File: config.mk
export PLATFORM = sky130hd
export DESIGN_NAME = bcd_to_binary_flat
export DESIGN_NICKNAME = d
export VERILOG_FILES = /design/src/rtl/bcd_pkg.sv /design/src/rtl/bcd_to_binary_if.sv /design/src/rtl/bcd_to_binary.sv /design/src/flat_wrapper.sv
export SDC_FILE = /design/constraint.sdc
export NUM_CORES = 1
export LEC_CHECK = 0
export ABC_AREA = 1
export CELL_PAD_IN_SITES_DETAIL_PLACEMENT = 1
export CELL_PAD_IN_SITES_GLOBAL_PLACEMENT = 1
export CORE_ASPECT_RATIO = 1.2
export CORE_MARGIN = 4
export CORE_UTILIZATION = 41
export DETAILED_ROUTE_END_ITERATION = 8
export PLACE_DENSITY_LB_ADDON = 0.3
export SKIP_LAST_GASP = 1
export SLEW_MARGIN = 30
export SYNTH_ARGS = -nofsm -noshare
export SYNTH_HDL_FRONTEND = slang
export SYNTH_SLANG_ARGS = --single-unit
File: constraint.sdc
create_clock -name clk_i -period 2.2 [get_ports clk_i]
set_input_delay 0.44 -clock clk_i [delete_from_list [all_inputs] [get_ports clk_i]]
set_output_delay 0.44 -clock clk_i [all_outputs]
set_load 0.1 [all_outputs]
File: src/rtl/bcd_pkg.sv
// Shared definitions for the BCD conversion blocks: digit width, the
// reverse double-dabble correction constants, FSM state codes and a helper
// that sizes a binary result for a given number of decimal digits.
package bcd_pkg;

    localparam int         BCD_DIGIT_W    = 4;
    localparam logic [3:0] BCD_ADJ_THRESH = 4'd8;
    localparam logic [3:0] BCD_ADJ_VAL    = 4'd3;

    localparam logic [1:0] ST_IDLE   = 2'd0;
    localparam logic [1:0] ST_SHIFT  = 2'd1;
    localparam logic [1:0] ST_ADJUST = 2'd2;
    localparam logic [1:0] ST_DONE   = 2'd3;

    typedef enum logic [1:0] {
        IDLE   = ST_IDLE,
        SHIFT  = ST_SHIFT,
        ADJUST = ST_ADJUST,
        DONE   = ST_DONE
    } bcd_state_e;

    // Smallest width w with 2^w >= 10^digits.
    function automatic int bcd_bin_width(input int digits);
        longint unsigned limit;
        int              width;
        limit = 1;
        for (int i = 0; i < digits; i++) begin
            limit = limit * 10;
        end
        width = 0;
        for (int w = 63; w >= 0; w--) begin
            if ((64'd1 << w) >= limit) begin
                width = w;
            end
        end
        return width;
    endfunction

endpackage

File: src/rtl/bcd_to_binary_if.sv
// Start/done handshake bundle between a requester and bcd_to_binary.
interface bcd_to_binary_if #(
    parameter int DECIMAL_DIGITS = 3,
    parameter int OUTPUT_WIDTH   = 10
);
    import bcd_pkg::*;

    logic                                  start_i;
    logic [DECIMAL_DIGITS*BCD_DIGIT_W-1:0] bcd_i;
    logic [OUTPUT_WIDTH-1:0]               binary_o;
    logic                                  done_o;
    logic                                  busy_o;
    logic                                  error_o;

    modport master (
        output start_i, bcd_i,
        input  binary_o, done_o, busy_o, error_o
    );

    modport slave (
        input  start_i, bcd_i,
        output binary_o, done_o, busy_o, error_o
    );

endinterface

File: src/rtl/bcd_to_binary.sv
// Sequential packed-BCD to binary converter (reverse double dabble).
// Each pass shifts {bcd, bin} right by one bit, then corrects one BCD digit
// per cycle (subtract 3 from any digit >= 8). No correction follows the
// final shift. Optional macro BCD_INVALID_CHECK_EN adds a sticky flag that
// reports captured digits above 9 on error_o; without it error_o is 0.
module bcd_to_binary
    import bcd_pkg::*;
#(
    parameter int DECIMAL_DIGITS = 3,
    parameter int OUTPUT_WIDTH   = 10
) (
    input  logic           clk_i,
    input  logic           rst_i,
    bcd_to_binary_if.slave bus
);

    localparam int BCD_W = DECIMAL_DIGITS * BCD_DIGIT_W;
    localparam int CNT_W = $clog2(OUTPUT_WIDTH + 1);
    localparam int IDX_W = $clog2(DECIMAL_DIGITS + 1);
    localparam logic [CNT_W-1:0] LAST_SHIFT = CNT_W'(OUTPUT_WIDTH - 1);
    localparam logic [IDX_W-1:0] LAST_DIGIT = IDX_W'(DECIMAL_DIGITS - 1);

    bcd_state_e              state;
    logic [BCD_W-1:0]        bcd_reg;
    logic [OUTPUT_WIDTH-1:0] bin_reg;
    logic [OUTPUT_WIDTH-1:0] binary_q;
    logic [CNT_W-1:0]        shift_cnt;
    logic [IDX_W-1:0]        digit_idx;
    logic                    done_q;
    logic                    busy_q;
    logic [BCD_DIGIT_W-1:0]  cur_digit;
    logic [BCD_DIGIT_W-1:0]  adj_digit;

    // Select the digit under correction and compute its adjusted value.
    always_comb begin
        cur_digit = '0;
        for (int d = 0; d < DECIMAL_DIGITS; d++) begin
            if (digit_idx == IDX_W'(d)) begin
                cur_digit = bcd_reg[d*BCD_DIGIT_W +: BCD_DIGIT_W];
            end
        end
        adj_digit = (cur_digit >= BCD_ADJ_THRESH) ? (cur_digit - BCD_ADJ_VAL) : cur_digit;
    end

`ifdef BCD_INVALID_CHECK_EN
    logic any_invalid;
    logic err_flag;
    logic error_q;

    // Flag any input digit above 9 so it can be latched on acceptance.
    always_comb begin
        any_invalid = 1'b0;
        for (int d = 0; d < DECIMAL_DIGITS; d++) begin
            if (bus.bcd_i[d*BCD_DIGIT_W +: BCD_DIGIT_W] > 4'd9) begin
                any_invalid = 1'b1;
            end
        end
    end

    assign bus.error_o = error_q;
`else
    assign bus.error_o = 1'b0;
`endif

    // Conversion FSM with registered handshake outputs.
    always_ff @(posedge clk_i or posedge rst_i) begin
        if (rst_i) begin
            state     <= IDLE;
            bcd_reg   <= '0;
            bin_reg   <= '0;
            binary_q  <= '0;
            shift_cnt <= '0;
            digit_idx <= '0;
            done_q    <= 1'b0;
            busy_q    <= 1'b0;
`ifdef BCD_INVALID_CHECK_EN
            err_flag  <= 1'b0;
            error_q   <= 1'b0;
`endif
        end else begin
            case (state)
                IDLE: begin
                    done_q <= 1'b0;
                    if (bus.start_i) begin
                        bcd_reg   <= bus.bcd_i;
                        bin_reg   <= '0;
                        shift_cnt <= '0;
                        digit_idx <= '0;
                        busy_q    <= 1'b1;
                        state     <= SHIFT;
`ifdef BCD_INVALID_CHECK_EN
                        err_flag  <= any_invalid;
                        error_q   <= 1'b0;
`endif
                    end
                end
                SHIFT: begin
                    {bcd_reg, bin_reg} <= {1'b0, bcd_reg, bin_reg[OUTPUT_WIDTH-1:1]};
                    if (shift_cnt == LAST_SHIFT) begin
                        shift_cnt <= '0;
                        state     <= DONE;
                    end else begin
                        shift_cnt <= shift_cnt + 1'b1;
                        digit_idx <= '0;
                        state     <= ADJUST;
                    end
                end
                ADJUST: begin
                    for (int d = 0; d < DECIMAL_DIGITS; d++) begin
                        if (digit_idx == IDX_W'(d)) begin
                            bcd_reg[d*BCD_DIGIT_W +: BCD_DIGIT_W] <= adj_digit;
                        end
                    end
                    if (digit_idx == LAST_DIGIT) begin
                        state <= SHIFT;
                    end else begin
                        digit_idx <= digit_idx + 1'b1;
                    end
                end
                DONE: begin
                    binary_q <= bin_reg;
                    done_q   <= 1'b1;
                    busy_q   <= 1'b0;
                    state    <= IDLE;
`ifdef BCD_INVALID_CHECK_EN
                    error_q  <= err_flag;
`endif
                end
                default: begin
                    state <= IDLE;
                end
            endcase
        end
    end

    assign bus.binary_o = binary_q;
    assign bus.done_o   = done_q;
    assign bus.busy_o   = busy_q;

endmodule
File: src/flat_wrapper.sv
// flat-port wrapper written by rule: the top's interface ports become plain ports
module bcd_to_binary_flat import bcd_pkg::*;
#(
    parameter int DECIMAL_DIGITS = 3,
    parameter int OUTPUT_WIDTH   = 10
)
  (clk_i, rst_i, bus_start_i, bus_bcd_i, bus_binary_o, bus_done_o, bus_busy_o, bus_error_o);
  bcd_to_binary_if #(.DECIMAL_DIGITS(DECIMAL_DIGITS), .OUTPUT_WIDTH(OUTPUT_WIDTH)) bus_i ();
  input  logic clk_i;
  input  logic rst_i;
  input wire logic [$bits(bus_i.start_i)-1:0] bus_start_i;
  input wire logic [$bits(bus_i.bcd_i)-1:0] bus_bcd_i;
  output wire logic [$bits(bus_i.binary_o)-1:0] bus_binary_o;
  output wire logic [$bits(bus_i.done_o)-1:0] bus_done_o;
  output wire logic [$bits(bus_i.busy_o)-1:0] bus_busy_o;
  output wire logic [$bits(bus_i.error_o)-1:0] bus_error_o;
  assign bus_i.start_i = bus_start_i;
  assign bus_i.bcd_i = bus_bcd_i;
  assign bus_binary_o = bus_i.binary_o;
  assign bus_done_o = bus_i.done_o;
  assign bus_busy_o = bus_i.busy_o;
  assign bus_error_o = bus_i.error_o;
  bcd_to_binary #(.DECIMAL_DIGITS(DECIMAL_DIGITS), .OUTPUT_WIDTH(OUTPUT_WIDTH)) u_core (.clk_i(clk_i), .rst_i(rst_i), .bus(bus_i));
endmodule
Word level (Yosys, flattened, before mapping)
Cells that the tools add are included.

word-level totals
  register bits = 42

operators by class
  $add $sub $neg = 3
  mux-type cells = 25
  reductions and logical operators = 12
  $lt $le $gt $ge = 1
  eq/ne operators = 12

operator list
  cell                                                      number
  two-way mux 4 bit                                         9
  case mux 12 bit (3 select lines)                          1
  case mux 10 bit (2 select lines)                          1
  two-way mux 12 bit                                        1
  two-way mux 10 bit                                        1
  two-way mux 2 bit                                         5
  AND reduction 3 bit                                       3
  case mux 2 bit (4 select lines)                           1
  case mux 4 bit (2 select lines)                           1
  equality test 2 bit, second input constant                3
  != test 2 x 1 -> 1 bit, second input constant             3
  != test 2 bit, second input constant                      3
  case mux 2 bit (3 select lines)                           1
  AND reduction 2 bit                                       3
  adder 4 x 1 -> 4 bit, second input constant               1
  equality test 2 x 1 -> 1 bit, second input constant       2
  equality test 4 bit, second input constant                1
  greater-or-equal comparator 4 bit, second input constant  1
  zero test 2 bit                                           2
  case mux 1 bit (2 select lines)                           2
  AND reduction 4 bit                                       1
  nonzero test 2 bit                                        2
  subtractor 4 x 2 -> 4 bit, second input constant          1
  nonzero test 3 bit                                        1
  other kinds (2)                                           3

Depth between registers and ports, before layout
  depth in word-level cells = 8
  mapped depth = 16
  gate-level depth less buffers = 15

Least setup slack after synthesis
No wires, ideal clock.

  path kind = register to register
  start = register u_core.digit_idx[1]
  end = register u_core.bcd_reg[3]
  arrival time = 1.730 ns
  library setup time = 0.095 ns
  clock period less this slack = 1.826 ns
  stages on the path, launching flop included = 14
  path slack = 0.374 ns
  path buffers = 1
  data required time = 2.105 ns
  cells stage by stage = dfrtp_1 > inv_1 > ha_1 > buf_2 > inv_1 > nand3_1 > nand2_1 > o21ai_0 > o21ai_0 > ha_1 > nand2_1 > nand2_1 > a21oi_1 > o31ai_1

on the way
  cells in the longest elaborated chain, start to end = 8
  elaborated cells on any way between the ends = 13
  those cells by class = add/sub (1); order compare (1); eq/ne (3); mux (6); reduce/logical (2)

ends and longest elaborated chain
  element                                                                                line                                       source
  start, declared                                                                        bcd_to_binary.sv:28                        logic [IDX_W-1:0] digit_idx;
  start signal, assigned                                                                 bcd_to_binary.sv:117                       digit_idx <= digit_idx + 1'b1;
  zero test 2 bit                                                                        bcd_to_binary.sv:38, bcd_to_binary.sv:110
  two-way mux 4 bit (3 in a row)                                                         bcd_to_binary.sv:38                        if (digit_idx == IDX_W'(d)) begin
  subtractor 4 x 2 -> 4 bit / greater-or-equal comparator 4 bit (equally long branches)  bcd_to_binary.sv:42                        adj_digit = (cur_digit >= BCD_ADJ_THRESH) ? (cur_digit - BCD_ADJ_VAL) : cur_digit;
  two-way mux 4 bit                                                                      bcd_to_binary.sv:42
  two-way mux 4 bit                                                                      bcd_to_binary.sv:110                       if (digit_idx == IDX_W'(d)) begin
  case mux 12 bit (3 select lines)                                                       bcd_to_binary.sv:81                        case (state)
  end signal, assigned                                                                   bcd_to_binary.sv:85                        bcd_reg <= bus.bcd_i;
  end signal, assigned                                                                   bcd_to_binary.sv:98                        {bcd_reg, bin_reg} <= {1'b0, bcd_reg, bin_reg[OUTPUT_WIDTH-1:1]};
  end signal, assigned by index                                                          bcd_to_binary.sv:111                       bcd_reg[d*BCD_DIGIT_W +: BCD_DIGIT_W] <= adj_digit;
  end, declared                                                                          bcd_to_binary.sv:24                        logic [BCD_W-1:0] bcd_reg;

Parallel ways exist; a longest one is shown, timed or not. The select of a mux whose other input is x is not followed.
A chain may end at the register's enable or synchronous reset.

Worst setup path in the final report
Same ends and word-level chain as after synthesis.

==> results.md <==
- Status: finished clean
- Fmax: about 0.49 GHz
- Vias in the first global route: 1,974
- Crit end category: flip-flop
- Post-Syn Nets: around 310
- CTS tree: built
- Final setup fails: 0
- Core Region: 5300 sq um
- Worst Path Required: around 2.4 ns
- Clk pin slew, worst setup/hold paths: 0.09 ns
- Die ar.: 6690 sq um
- CP startpoint kind: flip-flop
- Initial DRT Pass Iterations: 4
- Top cell family by delay on the critical path: compound AO/OA/AOI/OAI gates
- Final max-slew violation count: 0
- Yosys reg bits: 42
- Crit path launch: u_core.digit_idx[1]
- H-tree levels: 2
- Hold path startpoint: u_core.bus.binary_o[0]
- RSZ-0062 raised after global routing: yes
- Share of the synthesized area in the top cell type: 0.471
- FF-to-FF Start: u_core.digit_idx[1]
- Clock Latency Late Sink: 0.30 ns
- Final Util: 0.504
- Port buffer count: 26
- Yosys warnings: 0
- DP HPWL: 4.14 mm
- Initial antenna violation count: 0
- Routed vias: 1,962
- N_diodes: 0
- GR Overflow Total: 0
- CTS Buf Count: 5
- Post-CTS Setup Inserts: 0
- Cell Count, Final, Fillers Out: ~380
- Cell variety after synth: 27
- Worst slew pin tran: 0.541 ns
- Remaining DRCs: 0
- Crit-path max cell delay: 0.38 ns
- Overall Global Routing Usage: 0.181
- Ys async rst share: 1.00
- Hold WC Path Type: flip-flop to flip-flop
- Die Height: 88.8 microns
- Pre-CTS setup slack: 0.0653 ns
- Most used cell, CP: nand2_1
- Post-layout nets: 342
- Area leader, netlist: dfrtp_1
- Worst slew margin: 0.640
- Root Driver: clkbuf_8
- Mapped Area: ~2200 sq um
- Period utilization: 0.929
- Layout cells sized above 1: 0.145
- Vias per Instance: 5.18
- Sequential-to-total area share from yosys stat: 0.471
- Most common cell in the netlist: nand2_1
- Worst Path Buf+Inv: 2
- Final GP Congestion: 0.819
- Crit path time final: between 2 and 2.5 ns
- WL final: 5.57 mm
- Area delta synth->final: 19.6%
- Max_cap viols: 0
- Post-DRT Antenna Nets: 0
- First-pass GRT wire length: ~9 mm
- Placed Cells incl. Taps: around 370
- CTS Buffer Depth: 2
- Initial Util: 0.421
- Chip width: 75.4 microns
- Setup ws final: 0.155 ns
- CP max-delay cell: dfrtp_1
- Multi-input logic area: 1030 sq um
- Crit path max fanout: 10
- Sink Count: 42
- Wirelength per Cell: ~15 microns
- WP data arrival: 2.24 ns
- Max FFs per register: 12
- EDFF count, synth: 0
- Top cells by area, synth: dfrtp_1 47%, nand2_1 14%, ha_1 6.2%
- WS Path Type: flip-flop to flip-flop
- Row cnt: 29
- Initial DRC Count: 80
- Largest net degree at the start of global routing: 43
- Mapped Avg Cell Area: 7.83 sq um
- Top post-synthesis cells by count: 82 x nand2_1, 42 x dfrtp_1, 28 x nor2_1
- Cells after Synth: 285
- Ports: 28
- Storage cell area: 1050 sq um
- Worst Skew: around 0.01 ns
- Final Hold Fails: 0
- Critical-path cell list: inv_1 > ha_4 > inv_1 > nand3_1 > nand2_1 > o21ai_0 > o21ai_1 > ha_1 > nand2_1 > nand2_1 > a21oi_1 > o31ai_1
- Ys flop type: dfrtp_1
- Cts hold-fix bufs: 0
- Layout fillers: around 680
==> worst register-to-register path, delay by kind of cell, from the launching register on <==
family	cells	cell delay [ns]
adders and majority gates	2	0.39
buffers and inverters	2	0.24
DFF	1	0.38
and+or+nand+nor	4	0.33
AOI/OAI and AO/OA	4	0.59
==> cells by family (layout without fill, tap and decap cells) <==
kind of cell / after synthesis / in the layout / share of synthesized area
other cells: 1 / 1 / 0.00168
fa+ha+maj: 11 / 11 / 0.0617
xor+xnor: 1 / 1 / 0.00392
buf+inv: 44 / 76 / 0.0779
simple gates: 126 / 126 / 0.229
compound gates: 60 / 60 / 0.155
flops: 42 / 42 / 0.471
==> final cells by class <==
| class | count | share of cell area |
|---|---|---|
| clock buffer | 5 | 0.0258 |
| clock inverter | 3 | 0.00890 |
| inverter | 35 | 0.0492 |
| multi-input combinational | 199 | 0.388 |
| sequential | 42 | 0.394 |
| tap | 62 | 0.0291 |
| timing repair buffer | 33 | 0.106 |
==> stage by stage <==
stage | hold WS, ns | setup TNS (ns) | instance area [sq um]
floorplan | 0.450 | 0 | 2230
global placement | 0.458 | 0 | 2550
detailed placement | 0.462 | 0 | 2550
CTS | 0.484 | 0 | 2640
global route | 0.501 | -0.0333 | 2670
finish | 0.478 | 0 | 2670
==> what timing repair did <==
item,4_1_cts,5_1_grt
endpoints found under the setup margin,0,9
resized for setup,0,8
endpoints found under the hold margin,0,0
==> per-layer routing <==
| metal | routed length, microns | up-vias | GRT usage |
|---|---|---|---|
| met2 | 2970 | 34 | 0.324 |
| met3 | 180 | 7 | 0.0307 |
| met1 | 2360 | 950 | 0.222 |
| li1 | - | 971 | - |
| met5 | 0 | - | 0 |
| met4 | 57 | 0 | 0.0429 |
==> placed cells by master, fill, tap and decap left out, types with 2 or more instances in the layout <==
master	instances
nand3_1	10
o21ai_2	5
o21ai_0	21
ha_4	2
clkinvlp_4	2
nand3_2	2
o21ai_1	3
a21oi_1	16
clkdlybuf4s50_1	14
buf_4	19
ha_1	8
o31ai_1	2
dfrtp_1	42
inv_2	8
o22ai_1	10
inv_1	26
nor2_1	28
nand2_1	82
clkbuf_8	5
==> final timing paths <==
path | end | slack (ns) | cells after the start
max | u_core.bcd_reg[3] | 0.16 | 12
min | u_core.bus.binary_o[0] | 0.48 | 2
max reg2reg | u_core.bcd_reg[3] | 0.16 | 12
min reg2reg | u_core.bus.binary_o[0] | 0.48 | 2
max in group asynchronous | u_core.shift_cnt[2] | 1.25 | 3
min in group asynchronous | u_core.bcd_reg[7] | 0.58 | 3
Power is not shown: default switching activity piles up to over one toggle a cycle in this logic, so the estimate is an artifact.
